`src/rtl/qkv_attn_sequencer.sv`:
```
// Phase controller for the Q/K/V projection and attention datapath.
// Moore FSM with a per-phase saturating watchdog counter.
module qkv_attn_sequencer #(
    parameter int CNT_W      = 16,
    parameter int PROJ_LIMIT = 40000,
    parameter int ATTN_LIMIT = 20000
) (
    input  logic             clk,
    input  logic             rst,
    input  logic             go,
    input  logic             load_done,
    input  logic             finished_q,
    input  logic             finished_k,
    input  logic             finished_v,
    input  logic             attn_done,
    input  logic             readout_done,
    input  logic             abort,
    output logic             init,
    output logic             en,
    output logic             attn_start,
    output logic [1:0]       mem_sel,
    output logic             busy,
    output logic             done,
    output logic             timeout_err,
    output logic [2:0]       state,
    output logic [CNT_W-1:0] cyc_cnt
);

    typedef enum logic [2:0] {
        S_IDLE    = 3'd0,
        S_LOAD    = 3'd1,
        S_PROJ    = 3'd2,
        S_ATTN_GO = 3'd3,
        S_ATTN    = 3'd4,
        S_READOUT = 3'd5,
        S_ERR     = 3'd6
    } state_t;

    localparam logic [CNT_W-1:0] PROJ_TC = CNT_W'(PROJ_LIMIT - 1);
    localparam logic [CNT_W-1:0] ATTN_TC = CNT_W'(ATTN_LIMIT - 1);

    state_t           state_q, state_d;
    logic [CNT_W-1:0] cyc_cnt_q, cyc_cnt_d;
    logic             fq_q, fq_d, fk_q, fk_d, fv_q, fv_d;
    logic             done_q, done_d;
    logic             proj_exit;
    logic             in_proj, in_attn;

    always_ff @(posedge clk or posedge rst) begin
        if (rst) begin
            state_q   <= S_IDLE;
            cyc_cnt_q <= '0;
            fq_q      <= 1'b0;
            fk_q      <= 1'b0;
            fv_q      <= 1'b0;
            done_q    <= 1'b0;
        end else begin
            state_q   <= state_d;
            cyc_cnt_q <= cyc_cnt_d;
            fq_q      <= fq_d;
            fk_q      <= fk_d;
            fv_q      <= fv_d;
            done_q    <= done_d;
        end
    end

    assign in_proj   = (state_q == S_PROJ);
    assign in_attn   = (state_q == S_ATTN);
    // A finish arriving in the same cycle as the last sticky flag still counts.
    assign proj_exit = (fq_q | finished_q) & (fk_q | finished_k) & (fv_q | finished_v);

    always_comb begin
        state_d = state_q;
        case (state_q)
            S_IDLE:    if (go && !abort) state_d = S_LOAD;
            S_LOAD:    if (load_done) state_d = S_PROJ;
            S_PROJ: begin
                if (proj_exit)                 state_d = S_ATTN_GO;
                else if (cyc_cnt_q == PROJ_TC) state_d = S_ERR;
            end
            S_ATTN_GO: state_d = S_ATTN;
            S_ATTN: begin
                if (attn_done)                 state_d = S_READOUT;
                else if (cyc_cnt_q == ATTN_TC) state_d = S_ERR;
            end
            S_READOUT: if (readout_done) state_d = S_IDLE;
            S_ERR:     state_d = S_ERR;
            default:   state_d = S_IDLE;
        endcase
        if (abort && state_q != S_IDLE) state_d = S_IDLE;
    end

    always_comb begin
        done_d = (state_q == S_READOUT) && readout_done && !abort;
        // Flags only live inside PROJ, so they are already clear on entry.
        fq_d = in_proj && !abort && (fq_q | finished_q);
        fk_d = in_proj && !abort && (fk_q | finished_k);
        fv_d = in_proj && !abort && (fv_q | finished_v);
        cyc_cnt_d = cyc_cnt_q;
        if ((state_d != state_q) || !(in_proj || in_attn)) cyc_cnt_d = '0;
        else if (cyc_cnt_q != '1)                         cyc_cnt_d = cyc_cnt_q + 1'b1;
    end

    always_comb begin
        init        = (state_q == S_LOAD);
        en          = in_proj;
        attn_start  = (state_q == S_ATTN_GO);
        busy        = (state_q != S_IDLE);
        timeout_err = (state_q == S_ERR);
        case (state_q)
            S_LOAD, S_READOUT:  mem_sel = 2'd2;
            S_PROJ:             mem_sel = 2'd0;
            S_ATTN_GO, S_ATTN:  mem_sel = 2'd1;
            default:            mem_sel = 2'd3;
        endcase
    end

    assign done    = done_q;
    assign state   = state_q;
    assign cyc_cnt = cyc_cnt_q;

endmodule

```
`config.mk`:
```
export PLATFORM = sky130hd
export DESIGN_NAME = qkv_attn_sequencer
export DESIGN_NICKNAME = d
export VERILOG_FILES = /design/src/rtl/qkv_attn_sequencer.sv
export SDC_FILE = /design/constraint.sdc
export NUM_CORES = 1
export LEC_CHECK = 0
export CORE_ASPECT_RATIO = 1.2
export CORE_UTILIZATION = 23
export CTS_CLUSTER_DIAMETER = 150
export DETAILED_ROUTE_END_ITERATION = 10
export GPL_ROUTABILITY_DRIVEN = 0
export SETUP_SLACK_MARGIN = 0.15
export SLEW_MARGIN = 25
export SYNTH_ARGS = -nofsm -noshare
export SYNTH_HDL_FRONTEND = slang
export SYNTH_SLANG_ARGS = --single-unit
```
`constraint.sdc`:
```
create_clock -name clk -period 3.2 [get_ports clk]
set_input_delay 0.8 -clock clk [delete_from_list [all_inputs] [get_ports clk]]
set_output_delay 0.8 -clock clk [all_outputs]
set_load 0.005 [all_outputs]
```
* After elaboration in Yosys (flattened, before gate mapping)
Index checks and enable logic that the tools add are counted.
Operators by class: reductions and logical operators 17, mux-type cells 12, equality and inequality tests 10, $add $sub $neg 1, bitwise operators 5
Operators with widths (number):
- 16-bit 2-to-1 mux | 2
- 3-bit 2-to-1 mux | 8
- 3-bit case mux with 7 select lines | 1
- 16-bit by 1-bit adder with 16-bit output (second input constant) | 1
- 16-bit by 15-bit == test with 1-bit output (second input constant) | 1
- 16-bit == test (second input constant) | 1
- 16-bit inequality test (second input constant) | 1
- 3-bit == test (second input constant) | 3
- 1-bit logical AND | 8
- 3-bit by 2-bit == test with 1-bit output (second input constant) | 2
- 2-bit case mux with 3 select lines | 1
- 2-bit OR reduction | 2
- 3-bit by 1-bit == test with 1-bit output (second input constant) | 1
- 3-bit zero test | 1
- 3-bit inequality test | 1
- 1-bit bitwise OR | 3
- 3-bit nonzero test | 1
- 1-bit bitwise AND | 2
- 1-bit zero test | 2
- 1-bit logical OR | 2
- 2-bit nonzero test | 1
Storage, ports and cells: output and inout bits 27, flip-flop bits (word level) 23, input bits 10, word-level logic and storage cells 51

* Longest topological paths before layout
word-level depth 9, gate-level depth with buffers 8, mapped depth without buffers 6

* Worst setup path before layout
No wires, ideal clock.
path kind input -> register, from in finished_q, to reg cyc_cnt_q[0] (netlist: cyc_cnt[0]), required time 3.059 ns, setup time 0.141 ns, stages 6, path buffers 1, arrival 2.263 ns, path slack 0.796 ns, cell sequence o22ai_1 -> o211ai_4 -> o41ai_4 -> mux2i_2 -> buf_6 -> nor3_2
On the way: word-level cells in the longest chain between the ends 9, elaborated cells between the ends (all ways) 10, those cells by class eq/ne: 1; mux: 4; bitwise: 3; reduce/logical: 2
RTL lines:
- start, declared | line 12 | input logic finished_q,
- 1-bit bitwise OR * | line 70 | assign proj_exit = (fq_q | finished_q) & (fk_q | finished_k) & (fv_q | finished_v);
- 1-bit bitwise AND * (2 in series) | line 70
- 3-bit 2-to-1 mux * | line 78 | if (proj_exit) state_d = S_ATTN_GO;
- 3-bit case mux with 7 select lines * | line 74 | case (state_q)
- 3-bit 2-to-1 mux * | line 90 | if (abort && state_q != S_IDLE) state_d = S_IDLE;
- 3-bit inequality test * | line 100 | if ((state_d != state_q) || !(in_proj || in_attn)) cyc_cnt_d = '0;
- 1-bit logical OR * | line 100
- 16-bit 2-to-1 mux / 2-bit nonzero test (equally long branches)
- end signal, assigned | line 59 | cyc_cnt_q <= cyc_cnt_d;
- end, declared | line 43 | logic [CNT_W-1:0] cyc_cnt_q, cyc_cnt_d;
Mark *: on every way between the ends. The rest lies on a longest branch, timed or not. A chain may end at the register's enable or synchronous reset.

* Final worst setup path
from reg state_q[1] (netlist: state[1]), to out mem_sel[0]
On the way: word-level cells in the longest chain between the ends 3, elaborated cells between the ends (all ways) 8, those cells by class eq/ne: 5; mux: 1; reduce/logical: 2
RTL lines:
- start, declared | line 42 | state_t state_q, state_d;
- start signal, assigned | line 58 | state_q <= state_d;
- 3-bit by 2-bit == test with 1-bit output (tied with other cells) | line 110 | case (state_q)
- 2-bit OR reduction | line 110
- 2-bit case mux with 3 select lines * | line 110
- end, declared | line 21 | output logic [1:0] mem_sel,
Marks and branches as above.

==> impl_results.md <==
* Kind of critical path: register to output pin
* #FFs+latches synth at 23
* Endpoints failing hold at 0
* Syn avg cell area at about 9.5 sq um
* Share of power burned in registers at 0.422
* Logic pwr share at 0.341
* Tcrit/Tclk final at 0.869
* Most frequent cells in the layout: clkdlybuf4s50_1 (36), dfrtp_1 (23), nor2_1 (14)
* DRT Pass-1 Iters at 4
* WL final at roughly 3900 microns
* Starting Density at 0.242
* Cts repair resizes at 0
* WP data required at ~2.4 ns
* Seq/Total Area, Yosys at 0.388
* Final hold slack at around 0.55 ns
* Met2 WL at around 1800 microns
* Delay-heaviest family, CP: simple AND/OR/NAND/NOR gates
* Metal-1 WL at between 1500 and 2000 microns
* Initial antenna violation count at 0
* Hold WC Path Type: register to register
* Setup bufs post-CTS at 0
* Fillers at slightly below 700
* DRC at 0
* Yosys cell types at just under 50
* Area grow syn2layout at 34.0%
* Clock Path Buffers at 2
* Power Density at about 390 mW/mm^2
* Share of cells above drive strength 1 at 0.140
* WL met3 at 182 microns
* Rel. slew slack at 0.591
* P_sw at around 250 uW
* Clk_lat worst skew at roughly 0.27 ns
* Setup tns final at 0 ns
* Die Ht at about 90 microns
* Reg area at ~580 sq um
* Vias at roughly 1300
* NumNets Final at between 200 and 250
* Root Buffer: clkbuf_8
* Starting DRT DRC Count at slightly above 70
* Critical path endpoint category: output pin
* Synth Warn # at 0
* Clock transition at path regs at around 0.080 ns
* Crit path cell chain: or3b_1, and2_1, clkdlybuf4s50_1
* Routed Antenna Nets at 0
* Most common cell after layout, fill and taps aside: clkdlybuf4s50_1
* Via density per instance at between 4 and 5
* First-pass GRT wire length at around 6300 microns
* I/O pins at 37
* Grt total ovfl at 0
* Outcome: completed
* Critical path arrival at a little under 2 ns
* H-tree depth at 1
* Max Slew Vio Count at 0
* RSZ-0062 raised after global routing: no
* Cell Area, Synth at ~0.0015 sq mm
* # diodes at 0
* Wirelength per Cell at around 14 microns
* Least-Margin Pin Slew at just over 0.6 ns
* Post-synth EDFFs at 0
* Post-synth top flop: dfrtp_1
* Slowest-stage cell, CP: dfrtp_1
* Fraction of registers with async set/reset at 1.00
* HPWL after DPL at 2810 microns
* Number of I/O port buffers at 36
* All-layer global routing usage at 0.119
* Largest net degree at the start of global routing at 24
* Number of global-route vias before repair at about 1300
* Worst path max stage delay at 0.54 ns
* Final setup viols at 0
* Highest Clock Rate at approximately 360 MHz
* Clk sinks at 23
* Clk pwr share at 0.236
* Area occupied by multi-input gates at ~830 sq um
* Die width at between 70 and 80 microns
* CTS tree: yes
* Highest Signal Layer: met4
* Site Rows at 31
* Crit path buffers/inverters at 1
* # Max-Cap Violations at 0
* Setup Skew at between 0.002 and 0.003 ns
* Final WS setup at approximately 0.42 ns
* Leak pwr at ~0.00074 uW
* Total die area at 0.00677 sq mm
* Internal power at approximately 530 uW
* Crit-path max FO at 12
* Worst IR Drop VDD at ~0.15 mV
* DP Worst Slack at 0.294 ns
* Total CTS buffers at 3
* CP Launch Type: register
* Core Box Area at between 0.006 and 0.007 sq mm
* Syn Inst Count at about 160
* Synth Net Count at approximately 170
* Post-CTS Hold Fix Bufs at 0
* Clock period minus worst slack at 2.78 ns
* Sw frac at 0.324
==> power by group through the flow <==
| stage | clock network [uW] | registers, uW | logic, uW |
|---|---|---|---|
| after floorplan | 0 | 318 | 169 |
| after global placement | 0 | 336 | 269 |
| after detailed placement | 0 | 336 | 271 |
| after CTS | 190 | 330 | 271 |
| after global routing | 203 | 334 | 296 |
| final | 185 | 330 | 266 |
==> state kept, by name, summed over array words and instances (netlist names) <==
register,cells
done,1
fk_q,1
fv_q,1
fq_q,1
state,3
cyc_cnt,16
==> synthesized netlist by cell type, types with 2 or more instances <==
library cell,instances,area share
and4_1,4,0.024
xor2_1,2,0.012
nand2b_1,3,0.013
a31oi_1,3,0.013
nor3_2,9,0.061
clkbuf_1,5,0.013
and2_1,2,0.0084
nor4_1,4,0.017
nor2_1,14,0.035
xnor2_1,5,0.030
or3_1,2,0.0084
o21ai_0,2,0.0068
mux2i_1,4,0.027
nand3_1,5,0.017
dfrtp_1,23,0.39
nand4_1,6,0.025
nand2_1,10,0.025
inv_1,4,0.010
nor2b_1,2,0.0084
o22ai_1,2,0.0084
buf_6,2,0.015
a21oi_1,7,0.024
nor3_1,10,0.034
==> metrics by stage <==
step,utilization,cells,cell area [sq um],power (uW)
after floorplan,-,156,1480,487
after global placement,0.317,271,1940,605
after detailed placement,0.317,271,1940,607
after CTS,0.324,275,1990,791
after global routing,0.324,275,1990,833
final,0.324,275,1990,781
==> tightest hold or removal path: cells and delay by family, from the launching register on <==
family           cells  cell delay [ns]
DFF                  1             0.38
and+or+nand+nor      2             0.14
==> final timing paths <==
kind / end / startpoint / slack (ns) / depth (start not counted)
worst max-delay path: mem_sel[0] / state[1] / 0.42 / 3
worst min-delay path: fk_q / fk_q / 0.55 / 2
worst max register to register: cyc_cnt[10] / cyc_cnt[0] / 0.66 / 7
worst min register to register: fk_q / fk_q / 0.55 / 2
max in group asynchronous: cyc_cnt[13] / rst / 2.10 / 3
min in group asynchronous: cyc_cnt[10] / rst / 0.87 / 3
==> layer usage <==
| layer | global-route usage | up-vias |
|---|---|---|
| met4 | 0.0648 | 0 |
| met2 | 0.184 | 37 |
| met5 | 0 | - |
| met1 | 0.150 | 625 |
| met3 | 0.0269 | 12 |
| li1 | - | 656 |
==> area by class of cell <==
cell class,count,area share
clock buffer,3,0.0208
clock inverter,1,0.00252
inverter,5,0.0120
multi-input combinational,119,0.419
sequential,23,0.290
tap,82,0.0516
timing repair buffer,42,0.204
==> cells by family after synthesis <==
kind of cell	after synthesis	synth area share
and+or+nand+nor	81	0.338
DFF	23	0.388
xor gates and xnor gates	7	0.0414
adders and majority gates	1	0.00844
AOI/OAI and AO/OA	25	0.138
muxes	5	0.0363
buffers and inverters	14	0.0498
No activity file was read; power rests on OpenSTA's default activity.
